File: config.mk
export PLATFORM = sky130hd
export DESIGN_NAME = uart_rx_cmd_parser
export DESIGN_NICKNAME = d
export VERILOG_FILES = /design/src/rtl/uart_rx_cmd_parser.sv
export SDC_FILE = /design/constraint.sdc
export NUM_CORES = 1
export LEC_CHECK = 0
export ABC_AREA = 1
export CAP_MARGIN = 0
export CORE_ASPECT_RATIO = 1.5
export CORE_UTILIZATION = 46
export DETAILED_ROUTE_END_ITERATION = 8
export GPL_ROUTABILITY_DRIVEN = 0
export PLACE_DENSITY = 0.78
export SLEW_MARGIN = 20
export SYNTH_ARGS = -nofsm -noshare
export SYNTH_HDL_FRONTEND = slang
export SYNTH_SLANG_ARGS = --single-unit
File: constraint.sdc
create_clock -name i_CLK -period 1.43 [get_ports i_CLK]
set_input_delay 0.286 -clock i_CLK [delete_from_list [all_inputs] [get_ports i_CLK]]
set_output_delay 0.286 -clock i_CLK [all_outputs]
set_load 0.01 [all_outputs]
File: src/rtl/uart_rx_cmd_parser.sv
// uart_rx_cmd_parser: assembles UART RX bytes into register/ALU command strobes; optional inter-byte timeout under PARSER_TIMEOUT_EN
module uart_rx_cmd_parser #(
   parameter int DATA_WIDTH     = 8,
   parameter int ADDR_WIDTH     = 4,
   parameter int FUNC_WIDTH     = 4,
   parameter int TIMEOUT_CYCLES = 1024
) (
   input  logic                  i_CLK,
   input  logic                  i_RST,
   input  logic [DATA_WIDTH-1:0] i_RX_Data,
   input  logic                  i_RX_Valid,
   input  logic                  i_par_err,
   input  logic                  i_stp_err,
   input  logic                  i_busy,
   output logic                  o_WrEn,
   output logic                  o_RdEn,
   output logic [ADDR_WIDTH-1:0] o_Addr,
   output logic [DATA_WIDTH-1:0] o_WrData,
   output logic [DATA_WIDTH-1:0] o_ALU_OpA,
   output logic [DATA_WIDTH-1:0] o_ALU_OpB,
   output logic [FUNC_WIDTH-1:0] o_ALU_Fun,
   output logic                  o_ALU_En,
   output logic                  o_frame_err,
   output logic                  o_cmd_err
);
   typedef enum logic [2:0] {IDLE, WR_ADDR, WR_DATA, RD_ADDR, ALU_A, ALU_B, ALU_FUN, ISSUE} state_t;
   typedef enum logic [1:0] {CMD_WR, CMD_RD, CMD_ALU} cmd_t;
   localparam logic [DATA_WIDTH-1:0] OP_WR  = DATA_WIDTH'(8'hAA);
   localparam logic [DATA_WIDTH-1:0] OP_RD  = DATA_WIDTH'(8'hBB);
   localparam logic [DATA_WIDTH-1:0] OP_ALU = DATA_WIDTH'(8'hCC);
   localparam logic [DATA_WIDTH-1:0] OP_FUN = DATA_WIDTH'(8'hDD);
   state_t state, state_n;
   cmd_t   cmd, cmd_n;
   logic   wr_en_n, rd_en_n, alu_en_n, frame_err_n, cmd_err_n;
   logic   cap_addr, cap_data, cap_a, cap_b, cap_fun;
   logic   rx_err, tmo;
   assign rx_err = i_par_err | i_stp_err;
`ifdef PARSER_TIMEOUT_EN
   localparam int CNT_W = $clog2(TIMEOUT_CYCLES + 1);
   logic [CNT_W-1:0] tmo_cnt;
   logic             mid_frame;
   assign mid_frame = (state != IDLE) && (state != ISSUE);
   assign tmo = mid_frame && (tmo_cnt == CNT_W'(TIMEOUT_CYCLES - 1));
   // inter-byte silence counter; idles at zero outside mid-frame states
   always_ff @(posedge i_CLK) begin
      if (i_RST || i_RX_Valid || !mid_frame) tmo_cnt <= '0;
      else tmo_cnt <= tmo_cnt + 1'b1;
   end
`else
   assign tmo = 1'b0 & (TIMEOUT_CYCLES == 0);
`endif
   // state and pending-command register
   always_ff @(posedge i_CLK) begin
      if (i_RST) begin
         state <= IDLE;
         cmd   <= CMD_WR;
      end else begin
         state <= state_n;
         cmd   <= cmd_n;
      end
   end
   // next state, strobe and capture decisions; timeout beats errors beats decoding
   always_comb begin
      state_n     = state;
      cmd_n       = cmd;
      wr_en_n     = 1'b0;
      rd_en_n     = 1'b0;
      alu_en_n    = 1'b0;
      frame_err_n = 1'b0;
      cmd_err_n   = 1'b0;
      cap_addr    = 1'b0;
      cap_data    = 1'b0;
      cap_a       = 1'b0;
      cap_b       = 1'b0;
      cap_fun     = 1'b0;
      if (tmo) begin
         state_n     = IDLE;
         frame_err_n = 1'b1;
      end else if (state == ISSUE) begin
         frame_err_n = i_RX_Valid & rx_err;
         cmd_err_n   = i_RX_Valid & ~rx_err;
         if (!i_busy) begin
            state_n  = IDLE;
            wr_en_n  = cmd == CMD_WR;
            rd_en_n  = cmd == CMD_RD;
            alu_en_n = cmd == CMD_ALU;
         end
      end else if (i_RX_Valid) begin
         if (rx_err) begin
            state_n     = IDLE;
            frame_err_n = 1'b1;
         end else begin
            case (state)
               IDLE: begin
                  case (i_RX_Data)
                     OP_WR:  begin state_n = WR_ADDR; cmd_n = CMD_WR;  end
                     OP_RD:  begin state_n = RD_ADDR; cmd_n = CMD_RD;  end
                     OP_ALU: begin state_n = ALU_A;   cmd_n = CMD_ALU; end
                     OP_FUN: begin state_n = ALU_FUN; cmd_n = CMD_ALU; end
                     default: cmd_err_n = 1'b1;
                  endcase
               end
               WR_ADDR: begin cap_addr = 1'b1; state_n = WR_DATA; end
               WR_DATA: begin cap_data = 1'b1; state_n = ISSUE;   end
               RD_ADDR: begin cap_addr = 1'b1; state_n = ISSUE;   end
               ALU_A:   begin cap_a    = 1'b1; state_n = ALU_B;   end
               ALU_B:   begin cap_b    = 1'b1; state_n = ALU_FUN; end
               ALU_FUN: begin cap_fun  = 1'b1; state_n = ISSUE;   end
               default: state_n = IDLE;
            endcase
         end
      end
   end
   // registered strobes, error pulses and held command fields
   always_ff @(posedge i_CLK) begin
      if (i_RST) begin
         o_WrEn      <= 1'b0;
         o_RdEn      <= 1'b0;
         o_ALU_En    <= 1'b0;
         o_frame_err <= 1'b0;
         o_cmd_err   <= 1'b0;
         o_Addr      <= '0;
         o_WrData    <= '0;
         o_ALU_OpA   <= '0;
         o_ALU_OpB   <= '0;
         o_ALU_Fun   <= '0;
      end else begin
         o_WrEn      <= wr_en_n;
         o_RdEn      <= rd_en_n;
         o_ALU_En    <= alu_en_n;
         o_frame_err <= frame_err_n;
         o_cmd_err   <= cmd_err_n;
         o_Addr      <= cap_addr ? i_RX_Data[ADDR_WIDTH-1:0] : o_Addr;
         o_WrData    <= cap_data ? i_RX_Data : o_WrData;
         o_ALU_OpA   <= cap_a ? i_RX_Data : o_ALU_OpA;
         o_ALU_OpB   <= cap_b ? i_RX_Data : o_ALU_OpB;
         o_ALU_Fun   <= cap_fun ? i_RX_Data[FUNC_WIDTH-1:0] : o_ALU_Fun;
      end
   end
endmodule
# --- Word-level counts from Yosys, hierarchy flattened ---
# Cells that the tools add are included.
op_classes:
  mux: 35
  eq_ne: 15
  n_reduce_logical: 11
  bitwise_logic: 5
op_table:
  columns: ["op", "n"]
  rows:
  - ["$eq 8x8->1 const B", 4]
  - ["$mux 1", 28]
  - ["$pmux 3 s5", 1]
  - ["$eq 3x3->1 const B", 4]
  - ["$mux 3", 4]
  - ["$pmux 3 s4", 1]
  - ["$ne 7x3->1 const B", 1]
  - ["$eq 3x2->1 const B", 2]
  - ["$pmux 2 s3", 1]
  - ["$reduce_or 3->1", 2]
  - ["$reduce_and 5->1", 1]
  - ["$reduce_or 2->1", 2]
  - ["$reduce_or 4->1", 1]
  - ["$eq 3x1->1 const B", 1]
  - ["$logic_not 3->1", 1]
  - ["$reduce_and 3->1", 1]
  - ["$reduce_bool 3->1", 1]
  - ["$and 1x1->1", 2]
  - ["$eq 2x1->1 const B", 1]
  - ["$eq 2x2->1 const B", 1]
  - ["$logic_not 2->1", 1]
  - ["$ne 2x2->1 const B", 1]
  - ["$not 1->1", 2]
  - ["$reduce_bool 2->1", 1]
  - ["$or 1x1->1", 1]
word_totals:
  out_inout_bits: 37
  ff_bits: 42
  in_bits: 14
  elab_cells: 78

# --- Longest topological paths before layout ---
# Gate-level depths: netlist (run 1).
logic_depth:
  ltp_word: 7
  depth_mapped: 11
  depth_no_buf: 11

# --- Least setup slack after synthesis (run 1) ---
# Ideal clock, no wire load.
synth_path:
  path_type: "reg-to-reg"
  from: "reg state[2]"
  to: "reg state[0]"
  n_path_buf: 1
  required_ns: 1.317
  setup_slack_ns: 0.292
  synth_period_minus_slack_ns: 1.138
  t_arrival_ns: 1.025
  path_stages_with_launch: 10
  setup_ns: 0.113
  cell_sequence: "dfxtp_1 -> buf_4 -> nand3_2 -> nand2_1 -> inv_2 -> nand3_2 -> o21bai_1 -> nand2_1 -> nand2_1 -> nor2_1"
synth_via:
  elab_chain_cells: 6
  elab_cells_between_ends: 17
  cone_classes: "eq/ne (9); mux (4); reduce/logical (4)"
synth_lines:
  columns: ["item", "line", "text"]
  rows:
  - ["start: declaration", "32", "state_t state, state_n;"]
  - ["start signal: assignment", "58", "state <= state_n;"]
  - ["$eq 3x3->1 / $eq 3x2->1 (equally long branches)", "93", "case (state)"]
  - ["$reduce_or 3->1 (no source line)", null, null]
  - ["$pmux 3 s5", "93", null]
  - ["$mux 3", "89", "if (rx_err) begin"]
  - ["$mux 3", "88", "end else if (i_RX_Valid) begin"]
  - ["$mux 3", "79", "end else if (state == ISSUE) begin"]
# Parallel ways exist; a longest one is shown, timed or not. The select of a mux whose other input is x is not followed.
# A chain may end at the register's enable or synchronous reset.

# --- Worst setup path in the final report (run 1) ---
layout_path:
  from: "in i_RX_Data[4]"
  to: "reg state[2]"
layout_via:
  elab_chain_cells: 6
  elab_cells_between_ends: 11
  cone_classes: "eq/ne (5); mux (5); reduce/logical (1)"
layout_lines:
  columns: ["item", "line", "text"]
  rows:
  - ["start: declaration", "10", "input logic [DATA_WIDTH-1:0] i_RX_Data,"]
  - ["$eq 8x8->1", "95", "case (i_RX_Data)"]
  - ["$pmux 3 s4", "95", null]
  - ["$pmux 3 s5", "93", null]
  - ["$mux 3", "89", null]
  - ["$mux 3", "88", null]
  - ["$mux 3", "79", null]
# Parallel ways exist; a longest one is shown, timed or not. The select of a mux whose other input is x is not followed.

==> results of run 1 <==
## synth_stat cells
cell,count
buf_6,3
nand2_2,3
nor3_1,3
clkbuf_1,2
inv_1,18
nand3_2,4
inv_2,8
buf_4,1
o21ai_1,6
a21oi_1,28
clkinv_2,1
nor2_1,29
nor2_2,4
nand2_1,32
o21bai_1,1
dfxtp_1,42
buf_2,1
o21ai_2,1
nand3_1,5
nor2_4,3
o21ai_0,30
nand4_1,1
## metrics by stage
stage	cells	hold WS (ns)	cell area [µm²]
after global placement	330	0.4361	2394
after floorplan	226	0.3551	1727
after global routing	338	0.4197	2520
after CTS	338	0.4531	2456
final	338	0.3762	2520
after detailed placement	330	0.4424	2394
## cell usage in the layout, fill, tap and decap left out, drive strengths merged
cell type      netlist  final
a21oi               28     28
buf                  5     19
bufinv               0      1
clkbuf               2      7
clkdlybuf4s50        0      8
clkinv               1      1
dfxtp               42     42
dlygate4sd2          0     35
dlymetal6s2s         0      7
inv                 26     26
nand2               35     35
nand3                9      9
nand4                1      1
nor2                36     36
nor3                 3      3
o21ai               37     37
o21bai               1      1
## power groups by stage
stage | Combinational, mW | Clock, mW | Sequential, mW
2_1_floorplan | 0.138 | 0 | 1.23
3_3_place_gp | 0.277 | 0 | 1.23
3_5_place_dp | 0.281 | 0 | 1.23
4_1_cts | 0.274 | 0.934 | 1.21
5_1_grt | 0.316 | 0.975 | 1.21
6_report | 0.285 | 0.913 | 1.21
## timing repair
action / in CTS / in global routing
setup endpoints to repair: 35 / 31
pin swaps: 0 / 4
cloned: 0 / 0
resized for setup: 35 / 34
hold buffers: 0 / 0
## critical path, stage by stage
cell             delay (ns)
clkdlybuf4s50_1        0.51
nand2_2                0.10
nor2_2                 0.16
nand2_2                0.09
nand2_2                0.09
nor2_2                 0.05
nor2_4                 0.13
nand2_1                0.06
nand2_1                0.05
nor2_1                 0.03
## layout make-up
type / count / area (µm²) / share of cell area [%]
flip-flops and latches: 42 / 842.1 / 33.42
multi-input cells: 150 / 767.0 / 30.44
repair buffers: 69 / 641.9 / 25.47
inverters: 27 / 110.1 / 4.369
clock buffers: 7 / 76.32 / 3.029
well taps: 42 / 52.55 / 2.085
clock inverters: 1 / 30.03 / 1.192
## flip-flops by register name, summed over array words and instances (netlist names), 2 cells and up
name and cells:
o_ALU_OpA 8, o_ALU_OpB 8, o_WrData 8, o_ALU_Fun 4, o_Addr 4, state 3, cmd 2
## cell families (layout without fill, tap and decap cells)
family,after synthesis,after routing,share of synthesized area (%)
buf+inv,34,104,9.057
compound gates,66,66,19.49
flops,42,42,48.70
simple gates,84,84,22.75
## worst paths after layout
kind                            slack, ns                  start                         to  depth (start not counted)
worst max register to register       0.12  state[1]$_SDFFE_PP0P_      state[2]$_SDFFE_PP0P_                          9
worst min register to register       0.45    cmd[0]$_SDFFE_PP0P_          o_WrEn$_SDFF_PP0_                          1
worst max-delay path                 0.06           i_RX_Data[4]      state[2]$_SDFFE_PP0P_                         10
worst min-delay path                 0.38           i_RX_Data[7]  o_ALU_OpA[7]$_SDFFE_PP0P_                          3
## per-layer routing
metal  global-route usage, %  wire length, µm  up-vias
met5                       0                0        -
met4                   11.08               95        0
met3                   5.754              177        9
met2                   42.69             2412       36
met1                   25.65             1692      782
li1                        -                -      872
==> flow_summary_export.csv, run 1 <==
group,metric,value,unit
hold_path,hold_path_class,"input port to flop",
worst_setup_path,cp_data_arrival_time,1.56,ns
global_routing,grt_util_all_layers,24.14,%
global_routing,grt_pass1_vias,1628,
worst_setup_path,setup.worst_path.start_class,"input port",
sta,slew_viol_final,0,
job,maxCapViolCount,0,
synthesis,syn_nets,240,
power_and_ir_drop,pwr-share-comb,11.8,%
sta,fmax,732.0,MHz
synthesis,synthCells,226,
worst_setup_path,end_kind,"flop",
drt,drt_iter0_markers,35,
finish,fin_util,72.39,%
place,port_buffers,50,
cts,h-tree-depth,2,
finish,nets,309,
global_routing,grt_pass1_wl,7155,µm
sta,fin_crit_sh,95.54,%
drt,drc,0,
cts,cts-root-buf,"clkbuf_8",
synthesis,synth_top_area_share,48.70,%
power_and_ir_drop,p_int,1.842,mW
synthesis,ys_types,22,
sta,setup-tns-final,0,ns
synthesis,yosysSeqAreaShare,48.70,%
floorplan,die_w,52.03,µm
global_routing,antenna_found_initial,0,
sta,finalWorstSetupSlack,0.06382,ns
cts,clk_pin_slew_worst_paths,0.08,ns
sta,layout_min_cycle_time,1.366,ns
synthesis,synth_seq_cells,42,
outcome,status,"complete, no violations",
worst_setup_path,critical_path_class,"input port to flop",
power_and_ir_drop,clkPwrFrac,38.0,%
floorplan,die_y,77.04,µm
drt,drt-pass1-iter-count,4,
power_and_ir_drop,seqPwrFrac,50.2,%
cts,insertion_delay,0.29,ns
floorplan,start_util,49.60,%
floorplan,fp-row-count,26,
floorplan,dieArea,4008,µm²
power_and_ir_drop,netSwitchingPower,563.7,µW
drt,via_per_inst,5.027,
drt,wirelength,4378,µm
cts,clock_path_buffers,2,
drt,vias,1699,
synthesis,synth.area.top_cells,"dfxtp_1 49%, o21ai_0 8.7%, a21oi_1 8.1%",
sta,clock_skew,0.008544,ns
synthesis,yosysTopAreaCell,"dfxtp_1",
sta,hold_viol,0,
floorplan,ios,51,
global_routing,grt_max_degree,20,
power_and_ir_drop,p_sw_share,23.44,%
synthesis,syn-cell-area,1727,µm²
place,pre_cts_ws,-0.2798,ns
cts,cts_setup_buffers,0,
finish,nFillCells,273,
worst_setup_path,worst-endpoint-required,1.63,ns
cts,cts_tree,"done",
drt,ant_nets,0,
finish,syn_to_final_growth,45.94,%
finish,layout-drive-gt1-share,20.27,%
power_and_ir_drop,ir_drop,940.3,µV
sta,slew_headroom,79.85,%
power_and_ir_drop,leakage,1.304,nW
sta,setup_viol,0,
power_and_ir_drop,p_per_area,954.5,nW/µm²
synthesis,yosysWarnings,0,
cts,cts_made_buffers,5,
sta,rsz0062_at_grt,"true",
worst_setup_path,crit_path_max_fanout,4,
power_and_ir_drop,p_total,2.405,mW
floorplan,core_area,3481,µm²
global_routing,grt_remaining_overflow,0,
cts,clkSinkCount,42,
sta,worst_pin_slew,0.3015,ns
place,hpwl,3290,µm
drt,wl_per_cell,12.95,µm
finish,antenna_cells_inserted,0,
synthesis,syn_avg_cell_area,7.640,µm²
Note: power is estimated with default switching activity, not from simulation.
==> run 2, diff against run 1 <==
--- a/config.mk
+++ b/config.mk
@@ -16,3 +16,4 @@
 export SYNTH_ARGS = -nofsm -noshare
 export SYNTH_HDL_FRONTEND = slang
 export SYNTH_SLANG_ARGS = --single-unit
+export TNS_END_PERCENT = 100
==> results of run 2 <==
No change in the layout: final DEF, timing and power equal those of run 1.
==> run 3, diff against run 2 <==
--- a/config.mk
+++ b/config.mk
@@ -10,7 +10,6 @@
 export CORE_ASPECT_RATIO = 1.5
 export CORE_UTILIZATION = 46
 export DETAILED_ROUTE_END_ITERATION = 8
-export GPL_ROUTABILITY_DRIVEN = 0
 export PLACE_DENSITY = 0.78
 export SLEW_MARGIN = 20
 export SYNTH_ARGS = -nofsm -noshare
==> results of run 3 <==
No change in the layout: final DEF, timing and power equal those of run 1.
